`src/rtl/rot_imm_encoder_pkg.sv`:
```
// Shared definitions for the ARM rotated-immediate encoder: FSM encoding
// and the rotation/immediate field sizes.
package rot_imm_encoder_pkg;

  typedef enum logic [1:0] {
    IDLE   = 2'd0,
    SEARCH = 2'd1,
    DONE   = 2'd2
  } state_t;

  localparam int ROT_MAX = 15;
  localparam int IMM_W   = 8;

endpackage

```
`src/rtl/rot_imm_encoder_rotl32.sv`:
```
// Combinational 32-bit rotate-left by a 5-bit amount.
module rotl32 (
  input  logic [31:0] data,
  input  logic [4:0]  amount,
  output logic [31:0] result
);

  logic [63:0] doubled;

  // Shifting the doubled word left wraps the high bits back in from the copy.
  assign doubled = {data, data} << amount;
  assign result  = doubled[63:32];

endmodule

```
`src/rtl/rot_imm_encoder.sv`:
```
// Searches rotations 0..30 (step 2) for the smallest one that brings a
// 32-bit constant into an 8-bit immediate, producing {rot, imm8}.
module rot_imm_encoder
  import rot_imm_encoder_pkg::*;
(
  input  logic        clk,
  input  logic        rst,
  input  logic        start,
  input  logic [31:0] value,
  output logic        busy,
  output logic        done,
  output logic        found,
  output logic [11:0] shift_operand
);

  state_t      state;
  logic [3:0]  k;
  logic [31:0] value_q;
  logic [31:0] candidate;
  logic [4:0]  amount;
  logic        match;

  assign amount = {k, 1'b0};
  assign match  = (candidate[31:IMM_W] == '0);

  rotl32 u_rotl32 (
    .data   (value_q),
    .amount (amount),
    .result (candidate)
  );

  // Results are only written on entry to DONE, so they hold steady
  // throughout a search and until the next one completes.
  always_ff @(posedge clk) begin
    if (rst) begin
      state         <= IDLE;
      k             <= 4'd0;
      value_q       <= 32'd0;
      busy          <= 1'b0;
      done          <= 1'b0;
      found         <= 1'b0;
      shift_operand <= 12'h000;
    end else begin
      case (state)
        IDLE: begin
          done <= 1'b0;
          if (start) begin
            value_q <= value;
            k       <= 4'd0;
            busy    <= 1'b1;
            state   <= SEARCH;
          end
        end
        SEARCH: begin
          if (match) begin
            found         <= 1'b1;
            shift_operand <= {k, candidate[IMM_W-1:0]};
            done          <= 1'b1;
            state         <= DONE;
          end else if (k == 4'(ROT_MAX)) begin
            found         <= 1'b0;
            shift_operand <= 12'h000;
            done          <= 1'b1;
            state         <= DONE;
          end else begin
            k <= k + 4'd1;
          end
        end
        DONE: begin
          done  <= 1'b0;
          busy  <= 1'b0;
          state <= IDLE;
        end
        default: begin
          done  <= 1'b0;
          busy  <= 1'b0;
          state <= IDLE;
        end
      endcase
    end
  end

endmodule

```
`config.mk`:
```
export PLATFORM = sky130hd
export DESIGN_NAME = rot_imm_encoder
export DESIGN_NICKNAME = d
export VERILOG_FILES = /design/src/rtl/rot_imm_encoder_pkg.sv /design/src/rtl/rot_imm_encoder_rotl32.sv /design/src/rtl/rot_imm_encoder.sv
export SDC_FILE = /design/constraint.sdc
export NUM_CORES = 1
export LEC_CHECK = 0
export ABC_AREA = 1
export ABC_CLOCK_PERIOD_IN_PS = 3800
export BUFFER_PORTS_ARGS = -buffer_cell sky130_fd_sc_hd__buf_2
export CAP_MARGIN = 10
export CORE_UTILIZATION = 55
export DETAILED_ROUTE_END_ITERATION = 12
export GPL_TIMING_DRIVEN = 0
export MAX_ROUTING_LAYER = met4
export PLACE_DENSITY = 0.75
export RECOVER_POWER = 100
export SYNTH_ARGS = -nofsm -noshare
export SYNTH_HDL_FRONTEND = slang
export SYNTH_HIERARCHICAL = 1
export SYNTH_SLANG_ARGS = --single-unit
```
`constraint.sdc`:
```
create_clock -name clk -period 3.8 [get_ports clk]
set_input_delay 0.76 -clock clk [delete_from_list [all_inputs] [get_ports clk]]
set_output_delay 0.76 -clock clk [all_outputs]
set_load 0.005 [all_outputs]
```
==> flow_summary.ini, run 1 <==
[routing]
drt_iter0_drc = 548
drc = 0
vias_per_cell = 6.02
vias = 4991
dr.pass1.iters = 5
antenna_left = 0
routed_wirelength_um = 15100
detail_route.wl_per_cell_um = 18.2

[layout]
final_common_cell = nand3_1
final_layout_size_suffix_gt1_share_pct = 28.7
postLayoutCoreUtil_pct = 61.8
synthToLayoutAreaGrowth_pct = 9.12
fin_area_um2 = 5080
fin_nets = 759
fillers = 787
antenna_cells = 0
final_cell_mix = nand3_1, nand2_1, nor2_1

[job]
max_cap_violations = 0

[sta]
maxSlewHeadroom_pct = 60.7
rsz0062_at_grt = no
setup_viol = 0
fin_setup_tns_ns = 0
skew_ns = 0.00794
slew_violations = 0
fin_hold_ws_ns = 0.474
timing.final.crit_share_pct = 79.5
max_freq_mhz = 331
hold_viol = 0
tightest_slew_ns = 0.589
fin_crit_ns = 3.02

[cts]
post_cts_buffers = 0
clk_latency_ns = 0.31
clockBufferDepth = 2
clockRootBuffer = clkbuf_8
ctsHtreeMaxLevel = 2
postCtsHoldBufs = 0
clock_sinks = 53
cts-buffers-inserted = 5
cts_tree = done
clkTransAtPathRegs_ns = 0.10
cts_resized = 0

[placement]
place_area_um2 = 5020
place_congestion = 1.04
portBuffers = 48
hpwl_um = 12200

[synthesis]
syn-num-nets = 704
yosysWarnings = 6
ys_ff_latch = 53
synth.area.top_cells = dfxtp_1, nand3_1, nand3_2
ys_seq_area_share_pct = 22.8
postSynthAreaPerCell_um2 = 6.97
syn-cell-area_um2 = 4650
synth_cells = 668
ys_types = 26
synth_area_leader_cell = dfxtp_1
synth_top_area_share_pct = 22.8

[floorplanning]
die_area_um2 = 8830
start_util_pct = 56.6
io_pins = 50
die_w_um = 94.0
coreArea_um2 = 8220
rows = 33
die_h_um = 94.0

[min_path]
min_delay_path_depth = 2
hp-class = flop to flop

[worst_setup_path]
critPathKind = flop to flop
cp.arrival_ns = 3.19
worstPathMaxFanout = 10
cp.required_ns = 3.97
cp-end-kind = flop
reg2reg_depth = 16
start_kind = flop

[status]
status = completed

[global_route]
grt_pass1_vias = 4571
antenna_found_initial = 0
gr-total-overflow = 0
grt_pass1_wl_um = 23900
grt_max_degree = 17
grt_usage_pct = 37.1

[pwr]
ir_drop_mv = 0.221
power_density_nw_per_um2 = 353
p_leak_nw = 2.44
[sequential cells by signal, summed over array words and instances (netlist names)]
signal         flops
found              1
done               1
busy               1
value_q           32
state              2
k                  4
shift_operand     12
[metrics by stage]
stage	instances	setup WS [ns]	total power, mW
2_1_floorplan	668	1.72	1.21
3_3_place_gp	821	1.23	1.40
3_5_place_dp	821	1.15	1.41
4_1_cts	829	1.13	1.77
5_1_grt	829	0.599	1.89
6_report	829	0.780	1.79
[cell type report]
cell class / instances / area (um^2) / area share, %
buffer: 48 / 322 / 6.33
clock buffer: 7 / 96.3 / 1.90
clock inverter: 1 / 8.76 / 0.172
inverter: 16 / 70.1 / 1.38
multi-input combinational: 551 / 3160 / 62.3
sequential: 53 / 1060 / 20.9
tap: 105 / 131 / 2.59
timing repair buffer: 48 / 226 / 4.46
[per-layer routing]
layer,vias to the layer above,track usage (%),part of all wire [%]
li1,2374,-,-
met1,2301,47.5,41
met2,272,58.8,46
met3,44,7.69,9.5
met4,0,10.6,3.1
met5,-,-,0
[kinds of logic (layout without fill, tap and decap cells)]
family          count (synthesis)  in the layout  share of synthesized area, %
compound gates                 49             49                          6.16
buf+inv                        64            120                          8.63
fa+ha+maj                       1              1                         0.269
flops                          53             53                          22.8
simple gates                  500            500                          62.1
other cells                     1              1                        0.0806
[critical path, cell delays in order, from the launching register on]
cell and delay [ns]:
dfxtp_1 0.49, buf_6 0.20, buf_4 0.25, nand3_2 0.17, nand3_1 0.19, nand3_1 0.14, nand3_1 0.09, nand2_1 0.11
nor2_1 0.11, nand2_1 0.05, nor2_1 0.17, nand3_1 0.17, nand2_1 0.13, nand2_1 0.14, clkbuf_1 0.27, nand2_1 0.12
a21oi_1 0.07
[cell usage after synthesis]
cell,instances
a21oi_2,10
nand3_1,173
nand2_4,30
conb_1,1
buf_4,10
nand4_1,2
inv_4,1
clkbuf_1,13
a31o_2,1
inv_1,12
a21oi_1,5
nor2_4,1
nand3_2,86
buf_2,16
dfxtp_1,53
o21ai_0,33
inv_8,1
nand2_1,110
buf_6,6
nor2_2,4
nand2_2,3
inv_2,2
ha_1,1
nor3_1,1
nor2_1,90
buf_12,3
[path summary, 6_finish.rpt]
path | startpoint | end | slack [ns]
setup / recovery | k[0]$_SDFFE_PP0P_ | shift_operand[4]$_SDFFE_PP0P_ | 0.78
hold / removal | shift_operand[7]$_SDFFE_PP0P_ | shift_operand[7]$_SDFFE_PP0P_ | 0.47
setup reg to reg | k[0]$_SDFFE_PP0P_ | shift_operand[4]$_SDFFE_PP0P_ | 0.78
hold reg to reg | shift_operand[7]$_SDFFE_PP0P_ | shift_operand[7]$_SDFFE_PP0P_ | 0.47
[where the power goes]
part           switching [mW]  internal (mW)
sequential             0.0508          0.590
combinational           0.515          0.266
clock                   0.201          0.169
(Power assumes the default switching activity.)
==> run 2: changes to the inputs <==
- ABC_CLOCK_PERIOD_IN_PS: 3800 -> 2900
- clock period: 3.8 -> 2.9 ns (I/O delays scaled with it)
==> run 2 against run 1 <==
Compared with the run above: total power is 31% higher; wire length hardly changed; clock skew is 0.0014 ns higher; cell area is 0.54% higher; critical endpoint is now shift_operand[0]$_SDFFE_PP0P_; non-clock buffer count stayed put; maximum frequency is 12% higher; combinational power is 32% higher; register-to-register slack worse by 0.58 ns; global-route usage stayed put; sequential power is 31% higher.
==> flow_summary.ini, run 2 (synthesis gave the netlist of run 1 again) <==
[floorplanning]
die_h_um = 94.0
die_w_um = 94.0
start_util_pct = 56.6
io_pins = 50
die_area_um2 = 8830
coreArea_um2 = 8220
rows = 33

[worst_setup_path]
critical_path.max_stage_delay_ns = 0.45
r2r_end = shift_operand[0]$_SDFFE_PP0P_
cp.arrival_ns = 2.94
cp_slowest_cell = clkbuf_1
cp_cell_sequence = clkbuf_1 > inv_1 > clkbuf_1 > nand3_1 > nand3_1 > nand2_1 > nor2_1 > nand2_1 > nor2_2 > nand3_2 > nor2_4 > buf_2 > nand2_1 > a21oi_2
worstPathMaxFanout = 10
crit_path_frequent_cell = nand2_1
cp-end-kind = flop
reg2reg_depth = 14
critPathKind = flop to flop
reg2reg_from = k[2]$_SDFFE_PP0P_
critPathLaunch = k[2]$_SDFFE_PP0P_
cp.required_ns = 3.14
crit_end = shift_operand[0]$_SDFFE_PP0P_
start_kind = flop
regToRegSetupSlack_ns = 0.20

[placement]
dp_cells = 821
portBuffers = 48
place_congestion = 1.04
hpwl_um = 12200

[cts]
clockRootBuffer = clkbuf_8
clock_sinks = 53
clk_latency_ns = 0.31
ctsHtreeMaxLevel = 2
cts_tree = done
cts-buffers-inserted = 5
clkTransAtPathRegs_ns = 0.10
clockBufferDepth = 2

[layout]
final_layout_size_suffix_gt1_share_pct = 30.0
final_cell_mix = nand3_1, nand2_1, nor2_1
max_flop_register = value_q
reg.largest.list = value_q x32, shift_operand x12, k x4
synthToLayoutAreaGrowth_pct = 9.71
fillers = 781
fin_nets = 759
final_common_cell = nand3_1
antenna_cells = 0
largest_register_ffs = 32
final_cell_count_no_fill = 829

[routing]
dr.pass1.iters = 5
vias_per_cell = 5.97
drt_iter0_drc = 486
vias = 4952
antenna_left = 0
routed_wirelength_um = 15100
drc = 0
detail_route.wl_per_cell_um = 18.2

[global_route]
grt_pass1_wl_um = 23900
grt_usage_pct = 37.1
grt_max_degree = 17
antenna_found_initial = 0
grt_pass1_vias = 4571
gr-total-overflow = 0

[pwr]
power_density_nw_per_um2 = 461
p_leak_nw = 2.44
ir_drop_mv = 0.292

[sta]
skew_ns = 0.00931
rsz0062_at_grt = no
maxSlewHeadroom_pct = 57.0
slew_violations = 0
fin_crit_ns = 2.70
fin_setup_tns_ns = 0
timing.final.crit_share_pct = 93.1
tightest_slew_ns = 0.645
max_freq_mhz = 370
setup_viol = 0
hold_viol = 0

[status]
status = completed

[job]
max_cap_violations = 0

[min_path]
hp-class = flop to flop
hold_start = shift_operand[7]$_SDFFE_PP0P_
run 2: cell counts in the layout (fill, tap and decap cells not counted):
Identical to the previous run, type by type.
run 2: metal layers:
metal	vias up	part of all wire, %	global-route usage, %
li1	2374	-	-
met4	0	2.5	10.6
met1	2325	42	47.5
met3	30	9.3	7.69
met2	223	46	58.8
met5	-	0	-
run 2: worst min-delay path by stage:
stage	endpoint	slack [ns]	cells after the start
after floorplan	shift_operand[11]$_SDFFE_PP0P_	0.46	2
after global placement	shift_operand[10]$_SDFFE_PP0P_	0.45	2
after detailed placement	shift_operand[5]$_SDFFE_PP0P_	0.46	2
after CTS	shift_operand[5]$_SDFFE_PP0P_	0.47	2
after global routing	shift_operand[10]$_SDFFE_PP0P_	0.49	2
final	shift_operand[7]$_SDFFE_PP0P_	0.47	2
run 2: layout make-up:
cell class,instances,area [um^2],share of cell area (%)
timing repair buffer,48,226,4.44
multi-input combinational,551,3190,62.4
inverter,16,70.1,1.37
clock inverter,1,8.76,0.172
sequential,53,1060,20.8
tap,105,131,2.57
buffer,48,323,6.32
clock buffer,7,96.3,1.89
run 2: what timing repair did:
action / in CTS / in global routing
setup buffers: 0 / 0
endpoints found under the setup margin: 0 / 6
hold buffers: 0 / 0
gates resized for setup: 0 / 3
run 2: report_power, final:
| part | internal, mW | switching, mW | leakage, nW |
|---|---|---|---|
| Clock | 0.221 | 0.264 | 0.0549 |
| Sequential | 0.773 | 0.0669 | 0.436 |
| Combinational | 0.349 | 0.678 | 1.95 |
run 2: critical path: cells and delay by family, from the launching register on:
kind	cells	cell delay [ns]
AND/OR/NAND/NOR	9	1.04
flip-flops	1	0.42
AO/OA/AOI/OAI	1	0.14
buffers and inverters	4	1.02
run 2: metrics by stage:
stage	hold slack, ns	utilization [%]	total power [mW]	setup slack [ns]	cell area, um^2
detailed placement	0.456	61.2	1.85	0.249	5020
global route	0.490	62.1	2.48	0.0338	5100
floorplan	0.456	-	1.59	0.815	4650
global placement	0.453	61.2	1.84	0.327	5020
CTS	0.471	62.4	2.32	0.234	5130
finish	0.473	62.1	2.35	0.200	5100
==> run 3: changes to the inputs <==
- RECOVER_POWER: 100 -> 50
==> run 3 against run 2 <==
Compared with the run above: hold slack hardly changed; count of clock-buffer cells in the layout stayed put; first-iteration DRC count is 2.7% higher; total power is 0.32% higher; wire length is 0.33% higher; sequential power hardly changed; die area stayed put; global-route usage stayed put; cell count stayed put; clock skew hardly changed; flip-flop and latch count stayed put; highest routed layer unchanged.
==> flow_summary.ini, run 3 (synthesis gave the netlist of run 1 again) <==
[layout]
largest_register_ffs = 32
synthToLayoutAreaGrowth_pct = 9.92
final_common_cell = nand3_1
final_cell_count_no_fill = 829
regArea_um2 = 1060
fillers = 781
multi_input_area_um2 = 3190
final_layout_size_suffix_gt1_share_pct = 30.1
reg.largest.list = value_q x32, shift_operand x12, k x4
max_flop_register = value_q
fin_nets = 759
final_cell_mix = nand3_1, nand2_1, nor2_1
antenna_cells = 0

[sta]
fin_ws_ns = 0.207
maxSlewHeadroom_pct = 55.7
tightest_slew_ns = 0.665
skew_ns = 0.00905
fin_setup_tns_ns = 0
setup_viol = 0
slew_violations = 0
fin_crit_ns = 2.69
hold_viol = 0
max_freq_mhz = 371
timing.final.crit_share_pct = 92.9
rsz0062_at_grt = no

[cts]
post_cts_buffers = 0
clockRootBuffer = clkbuf_8
cts_tree = done
clk_latency_ns = 0.31
ctsHtreeMaxLevel = 2
cts_resized = 0
clkTransAtPathRegs_ns = 0.11
postCtsHoldBufs = 0
clock_sinks = 53
clockBufferDepth = 2
cts-buffers-inserted = 5

[global_route]
antenna_found_initial = 0
gr-total-overflow = 0
grt_pass1_wl_um = 23900
grt_max_degree = 17
grt_usage_pct = 37.1
grt_pass1_vias = 4571

[worst_setup_path]
critPathLaunch = k[2]$_SDFFE_PP0P_
critPathKind = flop to flop
start_kind = flop
crit_path_frequent_cell = nand2_1
cp_slowest_cell = clkbuf_1
worst-path-buf-inv = 4
cp-end-kind = flop
worstPathMaxFanout = 10
path_delay_family = simple AND/OR/NAND/NOR gates
critical_path.max_stage_delay_ns = 0.46
reg2reg_from = k[2]$_SDFFE_PP0P_
cp_cell_sequence = clkbuf_1 > inv_1 > clkbuf_1 > nand3_1 > nand3_1 > nand2_1 > nor2_1 > nand2_1 > nor2_2 > nand3_2 > nand2_1 > nand2_2 > buf_6 > nand2_1 > a21oi_2
cp.required_ns = 3.08
cp.arrival_ns = 2.87

[status]
status = completed

[floorplanning]
coreArea_um2 = 8220
die_area_um2 = 8830
rows = 33
die_h_um = 94.0
io_pins = 50
start_util_pct = 56.6
die_w_um = 94.0

[routing]
detail_route.wl_per_cell_um = 18.2
drt_iter0_drc = 499
drc = 0
routed_wirelength_um = 15100
vias_per_cell = 5.97
dr.pass1.iters = 5
antenna_left = 0
vias = 4950

[placement]
portBuffers = 48
place_congestion = 1.04
preCtsSetupSlack_ns = 0.249
dp_cells = 821
hpwl_um = 12200

[job]
max_cap_violations = 0

[min_path]
hp-class = flop to flop
hold_start = shift_operand[7]$_SDFFE_PP0P_

[pwr]
ir_drop_mv = 0.292
power_density_nw_per_um2 = 461
p_leak_nw = 2.45
-- run 3: cell count changes in the layout (fill, tap and decap cells not counted) --
| cell | change |
|---|---|
| buf_2 | -1 |
| a21oi_1 | -1 |
| a21oi_2 | +1 |
| buf_6 | +1 |
-- run 3: power breakdown --
| part | internal, mW | leakage, nW | switching (mW) | total [mW] |
|---|---|---|---|---|
| Clock | 0.222 | 0.0549 | 0.269 | 0.490 |
| Sequential | 0.773 | 0.436 | 0.0670 | 0.840 |
| Combinational | 0.349 | 1.95 | 0.681 | 1.03 |
| Total | 1.34 | 2.45 | 1.02 | 2.36 |
-- run 3: path summary, 6_finish.rpt --
kind / end / slack (ns) / cells after the start
hold / removal: shift_operand[7]$_SDFFE_PP0P_ / 0.47 / 2
setup reg to reg: shift_operand[4]$_SDFFE_PP0P_ / 0.21 / 15
hold reg to reg: shift_operand[7]$_SDFFE_PP0P_ / 0.47 / 2
setup / recovery: shift_operand[4]$_SDFFE_PP0P_ / 0.21 / 15
-- run 3: tightest hold or removal path: stages, from the launching register on --
cell     delay (ns)
dfxtp_1        0.32
nand2_1        0.07
a21oi_2        0.04
-- run 3: per-stage QoR --
stage	cell area (um^2)	util [%]	power [mW]	hold slack [ns]
after global placement	5020	61.2	1.84	0.453
final	5110	62.3	2.36	0.473
after CTS	5130	62.4	2.32	0.471
after detailed placement	5020	61.2	1.85	0.456
after global routing	5110	62.3	2.48	0.490
after floorplan	4650	-	1.59	0.456
-- run 3: area by class of cell --
cell class | count | share of cell area [%]
multi-input cells | 551 | 62.4
flip-flops and latches | 53 | 20.8
well taps | 105 | 2.57
clock buffers | 7 | 1.88
repair buffers | 48 | 4.43
plain buffers | 48 | 6.43
inverters | 16 | 1.37
clock inverters | 1 | 0.171
-- run 3: per-layer routing --
metal | vias up | global-route usage (%) | part of all wire (%)
met4 | 0 | 10.6 | 2.6
met1 | 2291 | 47.5 | 42
met5 | - | - | 0
li1 | 2377 | - | -
met2 | 248 | 58.8 | 46
met3 | 34 | 7.69 | 9.4
